**src/rtl/ps2_mouse_receiver_if.sv**
```systemverilog
// ps2_mouse_receiver_if
// Bundles the PS/2 receive path signals between the mouse master state
// machine (master) and the frame receiver (slave).
//   CLK_MOUSE_IN    PS/2 clock line, asynchronous, idle high
//   DATA_MOUSE_IN   PS/2 data line, asynchronous, idle high
//   READ_ENABLE     level, high permits frame reception
//   BYTE_READ       last received data byte
//   BYTE_ERROR_CODE bit0 parity error, bit1 stop-bit error (valid with strobe)
//   BYTE_READY      single-cycle strobe
//   RX_STATE        receiver state encoding for debug/LEDs
interface ps2_mouse_receiver_if;
    logic       CLK_MOUSE_IN;
    logic       DATA_MOUSE_IN;
    logic       READ_ENABLE;
    logic [7:0] BYTE_READ;
    logic [1:0] BYTE_ERROR_CODE;
    logic       BYTE_READY;
    logic [2:0] RX_STATE;

    modport master (
        output CLK_MOUSE_IN,
        output DATA_MOUSE_IN,
        output READ_ENABLE,
        input  BYTE_READ,
        input  BYTE_ERROR_CODE,
        input  BYTE_READY,
        input  RX_STATE
    );

    modport slave (
        input  CLK_MOUSE_IN,
        input  DATA_MOUSE_IN,
        input  READ_ENABLE,
        output BYTE_READ,
        output BYTE_ERROR_CODE,
        output BYTE_READY,
        output RX_STATE
    );
endinterface

```
**src/rtl/ps2_mouse_receiver.sv**
```systemverilog
// ps2_mouse_receiver
// Receive path of the PS/2 mouse interface: synchronises the mouse clock and
// data lines into CLK, detects falling edges of the mouse clock and deframes
// 11-bit device-to-host frames (start, D0..D7, odd parity, stop).
//   CLK    system clock
//   RESET  synchronous, active-high reset
//   bus    ps2_mouse_receiver_if.slave (lines in, byte/strobe/state out)
//
// state  | meaning
// -------+-----------------------------------------------------------
// IDLE   | waiting for a start bit (data low at clock fall, enabled)
// DATA   | shifting in D0..D7, LSB first
// PARITY | sampling the parity bit, latching the parity error
// STOP   | sampling the stop bit, latching the stop-bit error
// DONE   | one cycle: present byte + error code, pulse BYTE_READY
module ps2_mouse_receiver #(
    parameter int TIMEOUT_CYCLES = 50000
) (
    input  logic                 CLK,
    input  logic                 RESET,
    ps2_mouse_receiver_if.slave  bus
);

    localparam int TW = $clog2(TIMEOUT_CYCLES + 1);
    localparam logic [TW-1:0] TIMEOUT_TC = TW'(TIMEOUT_CYCLES);

    typedef enum logic [2:0] {
        S_IDLE   = 3'd0,
        S_DATA   = 3'd1,
        S_PARITY = 3'd2,
        S_STOP   = 3'd3,
        S_DONE   = 3'd4
    } state_t;

    state_t state;
    state_t state_next;

    logic          clk_sync1;
    logic          clk_sync2;
    logic          clk_prev;
    logic          data_sync1;
    logic          data_sync2;
    logic          fedge;

    logic [2:0]    bit_cnt;
    logic [7:0]    shift_reg;
    logic          parity_err;
    logic          stop_err;
    logic [TW-1:0] timeout_cnt;
    logic          timeout_hit;
    logic          accept;

    logic [7:0]    byte_read;
    logic [1:0]    byte_error_code;
    logic          byte_ready;

    logic          frame_active;
    logic          load_byte;

    // Synchronisers reset high so an idle bus produces no edge after reset.
    always_ff @(posedge CLK) begin
        if (RESET) begin
            clk_sync1  <= 1'b1;
            clk_sync2  <= 1'b1;
            clk_prev   <= 1'b1;
            data_sync1 <= 1'b1;
            data_sync2 <= 1'b1;
        end else begin
            clk_sync1  <= bus.CLK_MOUSE_IN;
            clk_sync2  <= clk_sync1;
            clk_prev   <= clk_sync2;
            data_sync1 <= bus.DATA_MOUSE_IN;
            data_sync2 <= data_sync1;
        end
    end

    assign fedge       = clk_prev & ~clk_sync2;
    assign timeout_hit = (timeout_cnt == TIMEOUT_TC);
    // A timeout wins over an edge arriving in the same cycle.
    assign accept      = fedge & bus.READ_ENABLE & ~timeout_hit;

    // State register
    always_ff @(posedge CLK) begin
        if (RESET) begin
            state <= S_IDLE;
        end else begin
            state <= state_next;
        end
    end

    // Next-state logic
    always_comb begin
        state_next = S_IDLE;
        case (state)
            S_IDLE: begin
                if (accept && !data_sync2) begin
                    state_next = S_DATA;
                end else begin
                    state_next = S_IDLE;
                end
            end
            S_DATA: begin
                if (!bus.READ_ENABLE || timeout_hit) begin
                    state_next = S_IDLE;
                end else if (fedge && bit_cnt == 3'd7) begin
                    state_next = S_PARITY;
                end else begin
                    state_next = S_DATA;
                end
            end
            S_PARITY: begin
                if (!bus.READ_ENABLE || timeout_hit) begin
                    state_next = S_IDLE;
                end else if (fedge) begin
                    state_next = S_STOP;
                end else begin
                    state_next = S_PARITY;
                end
            end
            S_STOP: begin
                if (!bus.READ_ENABLE || timeout_hit) begin
                    state_next = S_IDLE;
                end else if (fedge) begin
                    state_next = S_DONE;
                end else begin
                    state_next = S_STOP;
                end
            end
            S_DONE:  state_next = S_IDLE;
            default: state_next = S_IDLE;
        endcase
    end

    // Output / control decode
    always_comb begin
        frame_active = 1'b0;
        load_byte    = 1'b0;
        bus.RX_STATE = state;
        case (state)
            S_DATA, S_PARITY, S_STOP: frame_active = 1'b1;
            S_DONE:                   load_byte    = 1'b1;
            default: begin
                frame_active = 1'b0;
                load_byte    = 1'b0;
            end
        endcase
    end

    // Inter-edge watchdog; cleared on its own terminal count so it never wraps.
    always_ff @(posedge CLK) begin
        if (RESET) begin
            timeout_cnt <= '0;
        end else if (!frame_active || fedge || timeout_hit) begin
            timeout_cnt <= '0;
        end else begin
            timeout_cnt <= timeout_cnt + 1'b1;
        end
    end

    // Frame datapath
    always_ff @(posedge CLK) begin
        if (RESET) begin
            bit_cnt    <= 3'd0;
            shift_reg  <= 8'h00;
            parity_err <= 1'b0;
            stop_err   <= 1'b0;
        end else if (accept) begin
            case (state)
                S_IDLE: begin
                    if (!data_sync2) begin
                        bit_cnt    <= 3'd0;
                        shift_reg  <= 8'h00;
                        parity_err <= 1'b0;
                        stop_err   <= 1'b0;
                    end
                end
                S_DATA: begin
                    shift_reg[bit_cnt] <= data_sync2;
                    bit_cnt            <= bit_cnt + 3'd1;
                end
                // Odd parity: XOR over D0..D7 and the parity bit must be 1.
                S_PARITY: parity_err <= ~(^{shift_reg, data_sync2});
                S_STOP:   stop_err   <= ~data_sync2;
                default: ;
            endcase
        end
    end

    // Registered outputs: byte held until next DONE, error code only with strobe.
    always_ff @(posedge CLK) begin
        if (RESET) begin
            byte_read       <= 8'h00;
            byte_error_code <= 2'b00;
            byte_ready      <= 1'b0;
        end else if (load_byte) begin
            byte_read       <= shift_reg;
            byte_error_code <= {stop_err, parity_err};
            byte_ready      <= 1'b1;
        end else begin
            byte_error_code <= 2'b00;
            byte_ready      <= 1'b0;
        end
    end

    assign bus.BYTE_READ       = byte_read;
    assign bus.BYTE_ERROR_CODE = byte_error_code;
    assign bus.BYTE_READY      = byte_ready;

endmodule

```
**src/flat_wrapper.sv**
```systemverilog
// flat-port wrapper written by rule: the top's interface ports become plain ports
module ps2_mouse_receiver_flat 
#(
    parameter int TIMEOUT_CYCLES = 50000
)
  (CLK, RESET, bus_CLK_MOUSE_IN, bus_DATA_MOUSE_IN, bus_READ_ENABLE, bus_BYTE_READ, bus_BYTE_ERROR_CODE, bus_BYTE_READY, bus_RX_STATE);
  ps2_mouse_receiver_if bus_i ();
  input  logic CLK;
  input  logic RESET;
  input wire logic [$bits(bus_i.CLK_MOUSE_IN)-1:0] bus_CLK_MOUSE_IN;
  input wire logic [$bits(bus_i.DATA_MOUSE_IN)-1:0] bus_DATA_MOUSE_IN;
  input wire logic [$bits(bus_i.READ_ENABLE)-1:0] bus_READ_ENABLE;
  output wire logic [$bits(bus_i.BYTE_READ)-1:0] bus_BYTE_READ;
  output wire logic [$bits(bus_i.BYTE_ERROR_CODE)-1:0] bus_BYTE_ERROR_CODE;
  output wire logic [$bits(bus_i.BYTE_READY)-1:0] bus_BYTE_READY;
  output wire logic [$bits(bus_i.RX_STATE)-1:0] bus_RX_STATE;
  assign bus_i.CLK_MOUSE_IN = bus_CLK_MOUSE_IN;
  assign bus_i.DATA_MOUSE_IN = bus_DATA_MOUSE_IN;
  assign bus_i.READ_ENABLE = bus_READ_ENABLE;
  assign bus_BYTE_READ = bus_i.BYTE_READ;
  assign bus_BYTE_ERROR_CODE = bus_i.BYTE_ERROR_CODE;
  assign bus_BYTE_READY = bus_i.BYTE_READY;
  assign bus_RX_STATE = bus_i.RX_STATE;
  ps2_mouse_receiver #(.TIMEOUT_CYCLES(TIMEOUT_CYCLES)) u_core (.CLK(CLK), .RESET(RESET), .bus(bus_i));
endmodule
```
**config.mk**
```make
export PLATFORM = sky130hd
export DESIGN_NAME = ps2_mouse_receiver_flat
export DESIGN_NICKNAME = d
export VERILOG_FILES = /design/src/rtl/ps2_mouse_receiver_if.sv /design/src/rtl/ps2_mouse_receiver.sv /design/src/flat_wrapper.sv
export SDC_FILE = /design/constraint.sdc
export NUM_CORES = 1
export LEC_CHECK = 0
export BUFFER_PORTS_ARGS = -buffer_cell sky130_fd_sc_hd__clkbuf_2
export CORE_MARGIN = 10
export CORE_UTILIZATION = 50
export DETAILED_ROUTE_END_ITERATION = 7
export PLACE_DENSITY = 0.71
export SLEW_MARGIN = 0
export SYNTH_ARGS = -nofsm -noshare
export SYNTH_HDL_FRONTEND = slang
export SYNTH_SLANG_ARGS = --single-unit
```
**constraint.sdc**
```tcl
create_clock -name CLK -period 1.5 [get_ports CLK]
set_input_delay 0 -clock CLK [delete_from_list [all_inputs] [get_ports CLK]]
set_output_delay 0 -clock CLK [all_outputs]
set_load 0.01 [all_outputs]
```
==> results of run 1 <==
worst max path at each step:
stage / from / end / slack (ns)
after CTS: u_core.timeout_cnt[13] / u_core.shift_reg[2] / -0.07
after global routing: u_core.timeout_cnt[12] / u_core.shift_reg[2] / -0.19
after detailed placement: u_core.timeout_cnt[14] / u_core.shift_reg[2] / -0.17
after floorplan: u_core.timeout_cnt[0] / u_core.bus.RX_STATE[0] / 0.01
final: u_core.timeout_cnt[0] / u_core.shift_reg[1] / -0.10
after global placement: u_core.timeout_cnt[0] / u_core.shift_reg[2] / -0.08
cells by family after synthesis:
logic type	count (synthesis)
AO/OA/AOI/OAI	55
XOR/XNOR	15
adder cells (fa/ha/maj)	4
flip-flops	48
AND/OR/NAND/NOR	102
buffers and inverters	21
through the flow:
step / area (um2) / setup TNS [ns]
after floorplan: 2280 / 0
after global placement: 2620 / -0.712
after detailed placement: 2620 / -2.35
after CTS: 2870 / -0.532
after global routing: 2910 / -3.51
final: 2910 / -0.824
layout make-up:
cell class | count | area share (%)
flip-flops and latches | 48 | 33.2
multi-input cells | 176 | 45.0
inverters | 6 | 0.774
clock inverters | 1 | 1.03
repair buffers | 58 | 14.4
clock buffers | 7 | 3.31
well taps | 52 | 2.23
critical path, stage by stage, from the launching register on:
cell and delay (ns):
dfxtp_2 0.33, inv_1 0.04, ha_1 0.19, nor4b_4 0.13
and4_2 0.22, buf_4 0.18, o311ai_4 0.30, o31ai_2 0.11
report_power, final:
group | leakage, nW | internal (mW) | switching (mW)
clock | 0.0645 | 0.588 | 0.414
combinational | 0.657 | 0.0265 | 0.0409
sequential | 0.390 | 1.28 | 0.00440
total | 1.11 | 1.89 | 0.460
routing by layer:
layer | track usage (%) | vias up | wire (um)
met3 | 3.65 | 9 | 245
met5 | 0 | - | 0
met1 | 19.1 | 920 | 2530
met4 | 4.06 | 0 | 67
li1 | - | 992 | -
met2 | 22.3 | 52 | 2410
placed cells by master (no fill, tap or decap), drive strengths merged, types with 8 or more instances in the layout:
| cell | n |
|---|---|
| o21ai | 11 |
| buf | 38 |
| dfxtp | 48 |
| nand4 | 10 |
| nand2 | 26 |
| nor2 | 19 |
| a21oi | 22 |
| o311ai | 9 |
| xor2 | 8 |
| clkbuf | 25 |
timing repair:
item	4_1_cts	5_1_grt
hold endpoints to repair	2	0
hold buffers	2	0
resized for setup	20	12
endpoints found under the setup margin	29	39
setup buffers	1	0
gates cloned	0	1
pin swaps	8	6
==> metrics.md, run 1 <==
| Metric | Value |
|---|---|
| CTS tree | yes |
| Post-Synth Simple-Gate Area | 27.7% |
| PwrDens | 808 nW/um2 |
| Max Cap Viol | 0 |
| RSZ-0062 raised after global routing | true |
| R2r setup slk | -0.10 ns |
| Initial antenna violation count | 0 |
| Initial core utilization | 52.0% |
| Placer congestion estimate | 0.859 |
| Clk slew on worst S/H paths | 0.09 ns |
| Final nets | 304 |
| Total chip power | 2.35 mW |
| DR WL/cell | 15.1 um |
| R2R Path Start | u_core.timeout_cnt[0] |
| Post-synth EDFFs | 0 |
| R2R depth | 7 |
| PortBufs | 18 |
| Least-Margin Pin Slew | 0.501 ns |
| Reg-to-reg endpoint | u_core.shift_reg[1] |
| Root Driver | clkbuf_8 |
| Hold Path Class | primary input to flip-flop |
| Skew final | 0.00814 ns |
| Flip-flop and latch area | 967 um2 |
| Post-Syn Instances | 245 |
| Worst Path Arrival | 1.78 ns |
| Critical-path maximum fanout | 6 |
| Area contributors post-synth | dfxtp_1, a21oi_1, nand2_1 |
| Synth Area in XOR/XNOR | 6.97% |
| Worst Setup Start Kind | flip-flop |
| Global-route wire length before repair | 9070 um |
| Chip width | 87.5 um |
| Flops & latches, synth | 48 |
| Core area | 4380 um2 |
| Antenna Nets Post-Route | 0 |
| Multi-input gate area | 1310 um2 |
| Outcome | finished, violations left |
| CP endpoint kind | flip-flop |
| Async set-reset flop share out of synthesis | 0% |
| Failing checks | setup timing |
| DP Wirelength | 3690 um |
| Maximum vdd drop | 644 uV |
| Hold slack | 0.0137 ns |
| Ys flop type | dfxtp_1 |
| Finished Layout Cells | 348 |
| Compound-Gate Fraction of Synth Area | 15.8% |
| Syn Std Cell Area | 2280 um2 |
| Worst skew pair latency | 0.30 ns |
| Yosys warnings | 0 |
| Fillers | 343 |
| Die Span Y | 87.5 um |
| Vias per cell | 5.67 |
| Layout cell share with drive strength beyond 1 | 33.4% |
| H-tree depth | 2 |
| Critical hold path startpoint | bus_READ_ENABLE |
| WHS Path Cells | 2 |
| GRT Overall Usage | 14.3% |
| Synth area leader | dfxtp_1 |
| Commonest cells post-synth | dfxtp_1, nand2_1, a21oi_1, nor2_1 |
| Row count | 24 |
| Final Hold Viols | 0 |
| Clk buf depth | 2 |
| Boundary Pins | 19 |
| Most frequent cell after synthesis | dfxtp_1 |
| Final core utilization | 66.4% |
| TritonCTS buffer count | 5 |
| Slew headroom | 66.5% |
| Initial detailed-routing violation count | 144 |
| First-pass DRT Iterations | 6 |
| Fmax | 624 MHz |
| Top-area cell type share of the netlist area | 42.2% |
| Pins over their slew limit | 0 |
| Avg Cell Area, Syn | 9.30 um2 |
| Crit Path Class | flip-flop to flip-flop |
| Fin crit share | 107% |
| Tmin final | 1.60 ns |
| Synth cell types | 45 |
| Largest register FFs | 16 |
| Via count | 1973 |
| Largest family of logic cells by synthesized area | simple AND/OR/NAND/NOR gates |
| Dpl ws | -0.167 ns |
| Die ar. | 7660 um2 |
| Clock sink total | 48 |
| Sequential cell area fraction in the yosys report | 42.2% |
| Largest net degree at the start of global routing | 16 |
| WHS Endpoint | u_core.bus.RX_STATE[1] |
| Worst endpoint required time | 1.68 ns |
| Diodes inserted | 0 |
| Leakage | 1.11 nW |
| Placed insts | 336 |
| Endpoints failing setup | 14 |
| Mux cell area share after synthesis | 0% |
| Adder-Cell Fraction of Synth Area | 2.20% |
| Total grt overflow | 0 |
| Final WS setup | -0.103 ns |
| Post-synthesis net count | 254 |
| Number of global-route vias before repair | 1905 |
| Syn-to-layout area delta | 27.8% |
| # DRC | 0 |
| WL final | 5250 um |
Power figures use the tool's default switching activity.
==> run 2: changes to the inputs <==
==> constraint.sdc (replaced) <==
create_clock -name CLK -period 1.5 [get_ports CLK]
set_input_delay 0.375 -clock CLK [delete_from_list [all_inputs] [get_ports CLK]]
set_output_delay 0.375 -clock CLK [all_outputs]
set_load 0.01 [all_outputs]
==> run 2 against run 1 <==
The flow still finishes with violations (setup timing). Setup slack improved by 0.012 ns. Count of clock-buffer cells in the layout unchanged. Hold slack improved by 0.24 ns. Via count increased by 8.9%. Power increased by 0.95%. Sequential power about the same. Fmax increased by 0.75%. Design area increased by 11%. Sequential cell count unchanged. Clock skew decreased by 0.0040 ns. Critical path type unchanged. Highest routed layer unchanged.
==> metrics.md, run 2 (synthesized netlist as in run 1, its figures left out) <==
| Metric | Value |
|---|---|
| Outcome | finished, violations left |
| Failing checks | setup timing |
| Worst endpoint required time | 1.71 ns (+0.03 ns) |
| Final core utilization | 73.8% (+7.4 points) |
| Total chip power | 2.38 mW (+0.95%) |
| Number of global-route vias before repair | 1912 (+0.37%) |
| DP Wirelength | 3590 um (-2.7%) |
| Setup TNS | -1.23 ns (-0.406 ns) |
| Slew headroom | 64.5% (-2.1 points) |
| Hold Path Class | primary input to flip-flop |
| Final WS setup | -0.0907 ns (+0.0119 ns) |
| Leakage | 1.18 nW (+6.3%) |
| Worst Path Arrival | 1.80 ns (+0.02 ns) |
| Worst Setup Start Kind | flip-flop |
| Core area | 4380 um2 (unchanged) |
| H-tree depth | 2 (unchanged) |
| Diodes inserted | 0 (unchanged) |
| Crit Path Class | flip-flop to flip-flop |
| Finished Layout Cells | 352 (+1.1%) |
| Placer congestion estimate | 0.938 (+9.1%) |
| Die ar. | 7660 um2 (unchanged) |
| Dpl ws | -0.180 ns (-0.0128 ns) |
| Least-Margin Pin Slew | 0.533 ns (+0.0313 ns) |
| Endpoints failing setup | 29 (+15) |
| Worst skew pair latency | 0.30 ns (about the same) |
| Crit path from | u_core.timeout_cnt[0] |
| R2R Path Start | u_core.timeout_cnt[0] |
| Fillers | 289 (-16%) |
| Critical-path maximum fanout | 6 (unchanged) |
| Initial antenna violation count | 0 (unchanged) |
| Cts hold-fix bufs | 0 (-2) |
| RSZ-0062 raised after global routing | true |
| Largest register FFs | 16 (unchanged) |
| Critical hold path startpoint | bus_DATA_MOUSE_IN |
| Clk slew on worst S/H paths | 0.09 ns (about the same) |
| Via count | 2149 (+8.9%) |
| Commonest cells after routing, fill and taps aside | buf_4, dfxtp_1, nand2_1 |
| Maximum vdd drop | 466 uV (-28%) |
| Fmax | 629 MHz (+0.75%) |
| DR WL/cell | 18.4 um (+22%) |
| Final nets | 308 (+1.3%) |
| Final Hold Viols | 0 (unchanged) |
| Vias per cell | 6.11 (+7.7%) |
| First-pass DRT Iterations | 4 (-2) |
| Total grt overflow | 0 (unchanged) |
| Antenna Nets Post-Route | 0 (unchanged) |
| Largest net degree at the start of global routing | 16 (unchanged) |
| Global-route wire length before repair | 8880 um (-2.1%) |
| CP endpoint kind | flip-flop |
| TritonCTS buffer count | 5 (unchanged) |
| CTS tree | yes |
| Slowest-stage cell, CP | dfxtp_2 |
| Placed insts | 337 (+0.30%) |
| Die Span Y | 87.5 um (unchanged) |
| Clock sink total | 48 (unchanged) |
| Boundary Pins | 19 (unchanged) |
| Clk buf depth | 2 (unchanged) |
| # DRC | 0 (unchanged) |
| Pins over their slew limit | 0 (unchanged) |
| PortBufs | 18 (unchanged) |
| Fin crit share | 106% (-0.79 points) |
| Root Driver | clkbuf_8 |
| Layout cell share with drive strength beyond 1 | 49.0% (+16 points) |
| PwrDens | 734 nW/um2 (-9.1%) |
| Critical-path cell list | inv_2, ha_4, nor4b_4, nand4_1, buf_6, and3_4, a2111oi_2 |
| GRT Overall Usage | 14.1% (-0.26 points) |
| Chip width | 87.5 um (unchanged) |
| Syn-to-layout area delta | 42.0% |
| Tmin final | 1.59 ns (-0.0119 ns) |
| Max Cap Viol | 0 (unchanged) |
| Row count | 24 (unchanged) |
| WL final | 6460 um (+23%) |
| Crit path largest cell delay | 0.34 ns (about the same) |
| Skew final | 0.00416 ns (-0.00398 ns) |
| Initial detailed-routing violation count | 250 (+74%) |
| Initial core utilization | 52.0% (unchanged) |
## run 2: area by class of cell
| class | count | area, um2 | share of cell area, % |
|---|---|---|---|
| clock inverter | 1 | 30.0 | 0.928 |
| tap | 52 | 65.1 | 2.01 |
| inverter | 6 | 22.5 | 0.696 |
| multi-input combinational | 176 | 1540 | 47.5 |
| clock buffer | 7 | 96.3 | 2.98 |
| sequential | 48 | 981 | 30.3 |
| timing repair buffer | 62 | 504 | 15.6 |
## run 2: layer usage
layer	vias up	global-route usage, %	share of wire [%]
met5	-	0	0
met1	1048	18.4	42
met2	83	21.8	49
li1	998	-	-
met3	20	3.93	6.6
met4	0	4.35	2.6
## run 2: where the power goes
group | switching (mW) | leakage [nW] | internal (mW) | total [mW]
registers | 0.00524 | 0.393 | 1.28 | 1.28
clock network | 0.430 | 0.0645 | 0.588 | 1.02
logic | 0.0462 | 0.723 | 0.0299 | 0.0761
## run 2: path summary, 6_finish.rpt
check                 endpoint  slack, ns  cells past startpoint
max reg2reg    u_core.stop_err      -0.09                      7
max            u_core.stop_err      -0.09                      7
min          u_core.data_sync1       0.25                      2
min reg2reg  u_core.data_sync2       0.41                      1
## run 2: repair_timing
action,in CTS,in global routing
cloned,0,2
gates resized for setup,33,62
buffers inserted,2,4
endpoints found under the setup margin,39,40
pin swaps,8,24
## run 2: critical path, delay by kind of cell (launching register included)
family / cells / cell delay [ns]
adder cells (fa/ha/maj): 1 / 0.12
AO/OA/AOI/OAI: 1 / 0.18
buffers and inverters: 2 / 0.24
AND/OR/NAND/NOR: 3 / 0.61
flip-flops: 1 / 0.34
## run 2: stage by stage
stage               instance area [um2]  hold WS, ns
detailed placement                 2640        0.395
global placement                   2640        0.393
finish                             3230        0.251
global route                       3230        0.262
CTS                                2900        0.251
floorplan                          2280        0.389
==> run 3: changes to the inputs <==
- CORE_UTILIZATION: 50 -> 53
- PLACE_DENSITY: 0.71 -> 0.75
==> run 3 against run 2 <==
Global-route usage up 3.7 points. Sequential share of layout area up 0.87 points. The run still ends with setup timing left. Largest cell class unchanged. Wire length up 3.0%.
==> metrics.md, run 3 (synthesized netlist as in run 1, its figures left out) <==
| Metric | Value |
|---|---|
| Die ar. | 7320 um2 (-4.4%) |
| Die Span Y | 85.6 um (-2.2%) |
| Fmax | 605 MHz (-3.8%) |
| Psw | 0.468 mW (-2.8%) |
| Syn-to-layout area delta | 37.1% |
| Total chip power | 2.15 mW (-9.5%) |
| Largest register FFs | 16 (unchanged) |
| First-pass DRT Iterations | 6 (+2) |
| Final nets | 312 (+1.3%) |
| Initial detailed-routing violation count | 310 (+24%) |
| Clk buf depth | 2 (unchanged) |
| R2r setup slk | -0.15 ns (-0.06 ns) |
| Most frequent CP cell | nand4_1 |
| Vias per cell | 6.11 (about the same) |
| DR WL/cell | 18.8 um (+2.5%) |
| Tmin final | 1.65 ns (+0.0632 ns) |
| Number of global-route vias before repair | 2161 (+13%) |
| Worst endpoint required time | 1.68 ns (-0.03 ns) |
| Final core utilization | 76.5% (+2.7 points) |
| Fin crit share | 110% (+4.2 points) |
| Clk slew on worst S/H paths | 0.08 ns (about the same) |
| Maximum vdd drop | 426 uV (-8.8%) |
| Clock power frac | 36.7% (-6.2 points) |
| Hold Path Class | primary input to flip-flop |
| Global-route wire length before repair | 10500 um (+18%) |
| Max Cap Viol | 0 (unchanged) |
| Pins over their slew limit | 0 (unchanged) |
| Layout cell share with drive strength beyond 1 | 40.8% (-8.2 points) |
| Multi-input gate area | 1460 um2 (-4.8%) |
| GRT Overall Usage | 17.7% (+3.7 points) |
| Failing checks | setup timing |
| TritonCTS buffer count | 5 (unchanged) |
| Sequential fraction of design power | 59.6% (+5.7 points) |
| Root Driver | clkbuf_8 |
| Reg-to-reg endpoint | u_core.shift_reg[2] |
| Worst Path Arrival | 1.84 ns (+0.04 ns) |
| Least-Margin Pin Slew | 0.592 ns (+0.0597 ns) |
| Crit Path Class | flip-flop to flip-flop |
| CP endpoint kind | flip-flop |
| DP Wirelength | 3730 um (+3.8%) |
| WHS Endpoint | u_core.clk_sync1 |
| Setup TNS | -1.50 ns (-0.267 ns) |
| Sw Ratio | 21.8% (+1.5 points) |
| WL final | 6660 um (+3.0%) |
| Worst Setup Start Kind | flip-flop |
| Commonest non-fill, non-tap cell in the layout | dfxtp_1 |
| Row count | 23 (-4.2%) |
| Fillers | 274 (-5.2%) |
| Initial antenna violation count | 0 (unchanged) |
| WHS Path Cells | 2 (unchanged) |
| Commonest cells after routing, fill and taps aside | dfxtp_1, buf_4, nand2_1 |
| Slowest-stage cell, CP | dfxtp_2 |
| # DRC | 0 (unchanged) |
| Internal power | 1.68 mW (-11%) |
| Hold slack | 0.252 ns (+0.00123 ns) |
| PwrDens | 688 nW/um2 (-6.3%) |
| Flip-flop and latch area | 975 um2 (-0.64%) |
| PortBufs | 18 (unchanged) |
| CTS tree | yes |
| Critical-path cell list | inv_2, ha_4, nor4b_4, nand4_1, buf_6, buf_12, nand4_1, o31ai_1 |
| Chip width | 85.6 um (-2.2%) |
| Crit path largest cell delay | 0.33 ns (about the same) |
| Dpl ws | -0.211 ns (-0.0308 ns) |
| Initial core utilization | 55.8% (+3.8 points) |
| Leakage | 1.17 nW (-0.82%) |
| Total grt overflow | 0 (unchanged) |
| Via count | 2163 (+0.65%) |
| Critical hold path startpoint | bus_CLK_MOUSE_IN |
| Antenna Nets Post-Route | 0 (unchanged) |
| Boundary Pins | 19 (unchanged) |
| Critical-path maximum fanout | 7 (+1) |
| Skew final | 0.00804 ns (+0.00388 ns) |
| H-tree depth | 2 (unchanged) |
| Core area | 4090 um2 (-6.8%) |
| Largest net degree at the start of global routing | 16 (unchanged) |
| Clock sink total | 48 (unchanged) |
| RSZ-0062 raised after global routing | true |
| Endpoints failing setup | 28 (-3.4%) |
| Final Hold Viols | 0 (unchanged) |
| Worst skew pair latency | 0.30 ns (about the same) |
| R2R Path Start | u_core.timeout_cnt[0] |
| Diodes inserted | 0 (unchanged) |
| Comb power frac | 3.8% (+0.6 points) |
| R2R depth | 8 (+1) |
| Outcome | finished, violations left |
| Slew headroom | 60.5% (-4.0 points) |
| Placer congestion estimate | 0.893 (-4.9%) |
| Final WS setup | -0.154 ns (-0.0632 ns) |
==> run 3: area by class of cell <==
cell class | instances | area share [%]
timing repair buffer | 66 | 16.4
inverter | 6 | 0.721
tap | 50 | 2.00
clock buffer | 8 | 2.88
sequential | 48 | 31.2
multi-input combinational | 176 | 46.8
==> run 3: layer usage <==
layer,vias to the layer above,global-route usage [%],wire [um]
met2,105,30.0,3280
met5,-,0,0
met1,1031,19.8,2660
li1,1002,-,-
met4,0,8.23,199
met3,25,5.49,525
==> run 3: critical path, delay by kind of cell, from the launching register on <==
kind / cells / cell delay, ns
buffers and inverters: 3 / 0.38
flip-flops: 1 / 0.33
adder cells (fa/ha/maj): 1 / 0.13
AO/OA/AOI/OAI: 1 / 0.11
AND/OR/NAND/NOR: 3 / 0.60
==> run 3: worst max-delay path by stage <==
stage | startpoint | end | slack (ns) | depth (start not counted)
4_1_cts | u_core.timeout_cnt[12] | u_core.shift_reg[6] | -0.05 | 7
3_5_place_dp | u_core.timeout_cnt[0] | u_core.stop_err | -0.21 | 7
2_1_floorplan | u_core.timeout_cnt[0] | u_core.bus.RX_STATE[0] | 0.01 | 7
3_3_place_gp | u_core.timeout_cnt[0] | u_core.shift_reg[5] | -0.07 | 7
6_report | u_core.timeout_cnt[0] | u_core.shift_reg[2] | -0.15 | 8
5_1_grt | u_core.timeout_cnt[0] | u_core.shift_reg[3] | -0.22 | 8
==> run 3: power groups by stage <==
| stage | Combinational [mW] | Sequential, mW | Clock [mW] |
|---|---|---|---|
| CTS | 0.0753 | 1.28 | 0.802 |
| finish | 0.0816 | 1.28 | 0.788 |
| floorplan | 0.0351 | 1.31 | 0 |
| global placement | 0.0570 | 1.31 | 0 |
| global route | 0.0870 | 1.28 | 0.844 |
| detailed placement | 0.0583 | 1.31 | 0 |
==> run 3: what timing repair did <==
item / in CTS / in global routing
setup buffers: 7 / 0
gates cloned: 1 / 0
setup endpoints to repair: 31 / 39
pin swaps: 11 / 9
resized for setup: 52 / 15
hold buffers: 0 / 0
==> run 3: stage by stage <==
step                      cell area [um2]  std cells
after CTS                            3060        354
final                                3120        354
after detailed placement             2680        338
after floorplan                      2280        245
after global placement               2680        338
after global routing                 3120        354
